--- src/rtl/uart_rx_fifo_pkg.sv ---
// Shared constants for the UART receive path: default FIFO geometry, line rate
// defaults, and the push/pop operation encoding used by the FIFO control logic.
package uart_rx_fifo_pkg;

    localparam int unsigned UART_FIFO_DEPTH  = 8;
    localparam int unsigned UART_DATA_WIDTH  = 8;
    localparam int unsigned UART_CLK_FREQ_HZ = 50_000_000;
    localparam int unsigned UART_BAUD        = 115_200;

    typedef enum logic [1:0] {
        OP_IDLE = 2'b00,
        OP_POP  = 2'b01,
        OP_PUSH = 2'b10,
        OP_BOTH = 2'b11
    } fifo_op_e;

endpackage

--- src/rtl/uart_rx_fifo_mem.sv ---
// Byte storage for the receive FIFO: one synchronous write port and one
// asynchronous (show-ahead) read port. Contents are deliberately not reset.
module fifo_mem #(
    parameter int unsigned DEPTH = 8,
    parameter int unsigned WIDTH = 8,
    parameter int unsigned AW    = $clog2(DEPTH)
) (
    input  logic             clk,
    input  logic             wr_en,
    input  logic [AW-1:0]    wr_addr,
    input  logic [WIDTH-1:0] wr_data,
    input  logic [AW-1:0]    rd_addr,
    output logic [WIDTH-1:0] rd_data
);

    logic [WIDTH-1:0] mem_q [DEPTH];

    // Synchronous write port
    always_ff @(posedge clk) begin
        if (wr_en) begin
            mem_q[wr_addr] <= wr_data;
        end
    end

    assign rd_data = mem_q[rd_addr];

endmodule

--- src/rtl/uart_rx_fifo.sv ---
// Receive FIFO sitting directly behind the UART receiver: show-ahead output,
// registered occupancy flags and a sticky overrun flag for dropped bytes.
module uart_rx_fifo
    import uart_rx_fifo_pkg::*;
#(
    parameter int unsigned DEPTH = UART_FIFO_DEPTH,
    parameter int unsigned WIDTH = UART_DATA_WIDTH
) (
    input  logic                     clk,
    input  logic                     rst,
    input  logic [WIDTH-1:0]         in_data,
    input  logic                     in_valid,
    output logic [WIDTH-1:0]         out_data,
    output logic                     out_valid,
    input  logic                     out_ready,
    output logic [$clog2(DEPTH):0]   count,
    output logic                     full,
    output logic                     overrun,
    input  logic                     clr_overrun
);

    localparam int unsigned AW = $clog2(DEPTH);
    localparam int unsigned CW = AW + 1;
    localparam logic [CW-1:0] DEPTH_C = CW'(DEPTH);
    localparam logic [CW-1:0] ZERO_C  = {CW{1'b0}};

    logic [AW-1:0]    wr_ptr_q, wr_ptr_d;
    logic [AW-1:0]    rd_ptr_q, rd_ptr_d;
    logic [CW-1:0]    count_q, count_d;
    logic             full_q, full_d;
    logic             valid_q, valid_d;
    logic             overrun_q, overrun_d;
    logic             push_s, pop_s, drop_s;
    fifo_op_e         op_s;
    logic [WIDTH-1:0] rd_data_s;

    // A full FIFO still takes a byte when the head leaves in the same cycle.
    assign pop_s  = valid_q & out_ready;
    assign push_s = in_valid & (~full_q | pop_s);
    assign drop_s = in_valid & full_q & ~pop_s;
    assign op_s   = fifo_op_e'({push_s, pop_s});

    // Next-state for pointers, occupancy and flags
    always_comb begin
        wr_ptr_d  = wr_ptr_q;
        rd_ptr_d  = rd_ptr_q;
        count_d   = count_q;
        overrun_d = overrun_q;
        case (op_s)
            OP_PUSH: begin
                wr_ptr_d = wr_ptr_q + AW'(1);
                count_d  = count_q + CW'(1);
            end
            OP_POP: begin
                rd_ptr_d = rd_ptr_q + AW'(1);
                count_d  = count_q - CW'(1);
            end
            OP_BOTH: begin
                wr_ptr_d = wr_ptr_q + AW'(1);
                rd_ptr_d = rd_ptr_q + AW'(1);
            end
            default: begin
                count_d = count_q;
            end
        endcase
        if (drop_s) begin
            overrun_d = 1'b1;
        end else if (clr_overrun) begin
            overrun_d = 1'b0;
        end else begin
            overrun_d = overrun_q;
        end
        full_d  = (count_d == DEPTH_C);
        valid_d = (count_d != ZERO_C);
    end

    // State registers with asynchronous reset
    always_ff @(posedge clk or posedge rst) begin
        if (rst) begin
            wr_ptr_q  <= {AW{1'b0}};
            rd_ptr_q  <= {AW{1'b0}};
            count_q   <= ZERO_C;
            full_q    <= 1'b0;
            valid_q   <= 1'b0;
            overrun_q <= 1'b0;
        end else begin
            wr_ptr_q  <= wr_ptr_d;
            rd_ptr_q  <= rd_ptr_d;
            count_q   <= count_d;
            full_q    <= full_d;
            valid_q   <= valid_d;
            overrun_q <= overrun_d;
        end
    end

    fifo_mem #(
        .DEPTH (DEPTH),
        .WIDTH (WIDTH),
        .AW    (AW)
    ) u_mem (
        .clk     (clk),
        .wr_en   (push_s),
        .wr_addr (wr_ptr_q),
        .wr_data (in_data),
        .rd_addr (rd_ptr_q),
        .rd_data (rd_data_s)
    );

    // Stale memory is masked so the output reads zero whenever nothing is held.
    assign out_data  = valid_q ? rd_data_s : {WIDTH{1'b0}};
    assign out_valid = valid_q;
    assign count     = count_q;
    assign full      = full_q;
    assign overrun   = overrun_q;

endmodule

--- config.mk ---
export PLATFORM = sky130hd
export DESIGN_NAME = uart_rx_fifo
export DESIGN_NICKNAME = d
export VERILOG_FILES = /design/src/rtl/uart_rx_fifo_pkg.sv /design/src/rtl/uart_rx_fifo_mem.sv /design/src/rtl/uart_rx_fifo.sv
export SDC_FILE = /design/constraint.sdc
export NUM_CORES = 1
export LEC_CHECK = 0
export CAP_MARGIN = 0
export CORE_MARGIN = 5
export CORE_UTILIZATION = 35
export CTS_BUF_LIST = sky130_fd_sc_hd__clkbuf_4
export DETAILED_ROUTE_END_ITERATION = 10
export PLACE_DENSITY = 0.59
export SYNTH_ARGS = -nofsm -noshare
export SYNTH_HDL_FRONTEND = slang
export SYNTH_SLANG_ARGS = --single-unit
--- constraint.sdc ---
create_clock -name clk -period 3 [get_ports clk]
set_clock_uncertainty 0.05 [all_clocks]
set_input_delay 0.6 -clock clk [delete_from_list [all_inputs] [get_ports clk]]
set_output_delay 0.6 -clock clk [all_outputs]
set_load 0.01 [all_outputs]
==> flow_summary_export.csv <==
group,metric,value,unit
status,outcome,"complete, no violations",
die,initial_core_util,35.7,%
place,port-buffer-count,27,
global_route,grt_pass1_wl,9390,um
cts,clk_transition_reported_paths,0.13,ns
sta,slew_viol_final,0,
die,fp-row-count,35,
power,total_power,3.77,mW
cells_and_area,area.growth.synth_to_final,24.1,%
yosys,synth_most_common_cell,"edfxtp_1",
sta,fin_tns_setup,0,ns
worst_hold_path,min_path_type,"primary input to asynchronous set/reset pin",
power,leakage,1.54,nW
yosys,syn_area,0.00327,mm^2
global_route,gr-total-overflow,0,
routing,viasPerCell,4.83,
sta,period_share,96.0,%
setup_path,worstSetupStartpointType,"flop",
cells_and_area,final_nets,260,
yosys,ys_seq_area_share,68.8,%
yosys,yosysTopAreaCell,"edfxtp_1",
yosys,ys_types,32,
place,place_hpwl,4090,um
sta,hold_violations,0,
die,coreArea,0.00915,mm^2
routing,routed_wl,6020,um
cts,clock_sinks,77,
sta,fmax,347,MHz
yosys,syn_inst,177,
global_route,grt_antenna_before_repair,1,
sta,holdWs,0.454,ns
yosys,synth_edf_count,64,
sta,rsz0062_at_grt,"false",
cells_and_area,drive_above_1_share,26.1,%
yosys,ys_ff_latch,77,
power,p_per_area,929,mW/mm^2
global_route,grt_max_degree,19,
cts,numCtsBuffers,9,
setup_path,worstPathArrival,2.23,ns
setup_path,worst-setup-path-type,"flop to output pin",
yosys,synthTopCellsByCount,"edfxtp_1 (64), dfrtp_1 (13), mux4_2 (9), nor2b_1 (9)",
yosys,synth_area_leaders,"edfxtp_1 (59%), dfrtp_1 (10%), mux4_2 (6.2%), mux4_1 (5.6%), ha_1 (2.7%)",
yosys,ys_async_sr_fraction,16.9,%
yosys,syn_nets,197,
cells_and_area,regArea,0.00225,mm^2
global_route,grt.total_usage,11.2,%
routing,wl_per_cell,16.9,um
yosys,syn_area_per_cell,18.4,um^2
cts,clockBufferDepth,2,
die,dieArea,0.0114,mm^2
cts,cts-root-buf,"clkbuf_4",
yosys,synth_warnings,0,
sta,fin_crit,2.88,ns
cells_and_area,stdcell_count,357,
cts,cts_tree,"done",
cells_and_area,multi_input_area,942,um^2
sta,worstMarginPinSlew,0.631,ns
setup_path,crit_required,2.35,ns
routing,drt_iter0_drc,84,
setup_path,cp-end-kind,"output pin",
routing,dr.pass1.iters,4,
place,dp_cells,333,
routing,dr_total_vias,1724,
global_route,grt_pass1_vias,1784,
cts,cts_hold_buf,0,
power,peakVddDrop,235,uV
sta,slew_headroom,57.9,%
die,die_y,107,um
cells_and_area,fillCellCount,795,
die,fp.dieW,107,um
die,num_io_pins,28,
sta,setup_viol,0,
flow_run,cap_violations,0,
yosys,ys.flop_type,"edfxtp_1",
cts,htree_levels,3,
cts,clk_latency,0.41,ns
setup_path,crit_path_max_fanout,5,
place,gp_congestion,0.747,
yosys,synth_top_area_share,58.9,%
routing,ant_nets,0,
routing,drc,0,
==> power breakdown <==
| part | internal (mW) | switching (mW) |
|---|---|---|
| Sequential | 1.38 | 0.168 |
| Clock | 0.269 | 0.375 |
| Combinational | 0.913 | 0.662 |
==> cell usage in the layout, fill, tap and decap left out, drive strengths merged, types with 8 or more instances in the layout <==
cell type | Yosys | layout
buf | 6 | 30
mux2i | 8 | 8
nor2 | 8 | 8
clkdlybuf4s50 | 0 | 20
nor2b | 9 | 9
dfrtp | 13 | 13
inv | 5 | 9
clkbuf | 0 | 10
mux4 | 16 | 16
edfxtp | 64 | 64
==> metrics by stage <==
stage	instance area [um^2]	utilization [%]	setup WS, ns
floorplan	3270	-	0.443
global placement	3800	41.5	0.107
detailed placement	3800	41.5	0.0905
CTS	3950	43.2	0.00335
global route	4050	44.3	0.0100
finish	4050	44.3	0.119
==> layout make-up <==
| type | instances | share of cell area (%) |
|---|---|---|
| Timing Repair Buffer | 58 | 13.7 |
| Sequential cell | 77 | 55.5 |
| Antenna cell | 1 | 0.0617 |
| Inverter | 5 | 0.463 |
| Clock inverter | 7 | 2.01 |
| Multi-Input combinational cell | 89 | 23.2 |
| Tap cell | 111 | 3.43 |
| Clock buffer | 9 | 1.67 |
==> worst max-delay path: stages (launching register included) <==
cell and delay, ns:
dfrtp_2 0.47, buf_12 0.14, mux4_1 0.53, mux2i_1 0.14, nor2b_1 0.06, clkdlybuf4s50_1 0.47
==> flip-flops by register name (all words and copies together) (netlist names) <==
name,cells
u_mem.mem_q,64
out_valid,1
wr_ptr_q,3
count,4
full,1
overrun,1
rd_ptr_q,3
==> cell families after synthesis <==
group	after synthesis	share of synthesized area, %
compound gates	10	2.68
simple gates	37	6.13
fa+ha+maj	7	2.68
buf+inv	11	2.22
xor+xnor	8	2.15
mux	27	15.3
flops	77	68.8
==> routing by layer <==
metal  vias to the layer above  GRT usage, %  routed length (um)
met5                         -             0                   0
met4                         0          4.38                 126
met3                         8          2.71                 144
met2                        20          18.7                3110
met1                       877          14.0                2640
li1                        819             -                   -
==> path summary, 6_finish.rpt <==
kind / slack, ns / startpoint / to / cells past startpoint
worst min register to register: 0.48 / wr_ptr_q[0] / wr_ptr_q[0] / 1
worst max-delay path: 0.12 / rd_ptr_q[0] / out_data[1] / 5
min in group clk: 0.48 / wr_ptr_q[0] / wr_ptr_q[0] / 1
worst min-delay path: 0.45 / rst / overrun / 2
worst max register to register: 0.79 / out_valid / out_valid / 10
max in group asynchronous: 2.08 / rst / rd_ptr_q[0] / 2
==> repair_timing <==
item / 4_1_cts / 5_1_grt
buffers inserted: 0 / 6
endpoints found under the setup margin: 1 / 7
resized for setup: 1 / 12
gates cloned: 0 / 1
No activity file was read; power rests on OpenSTA's default activity.
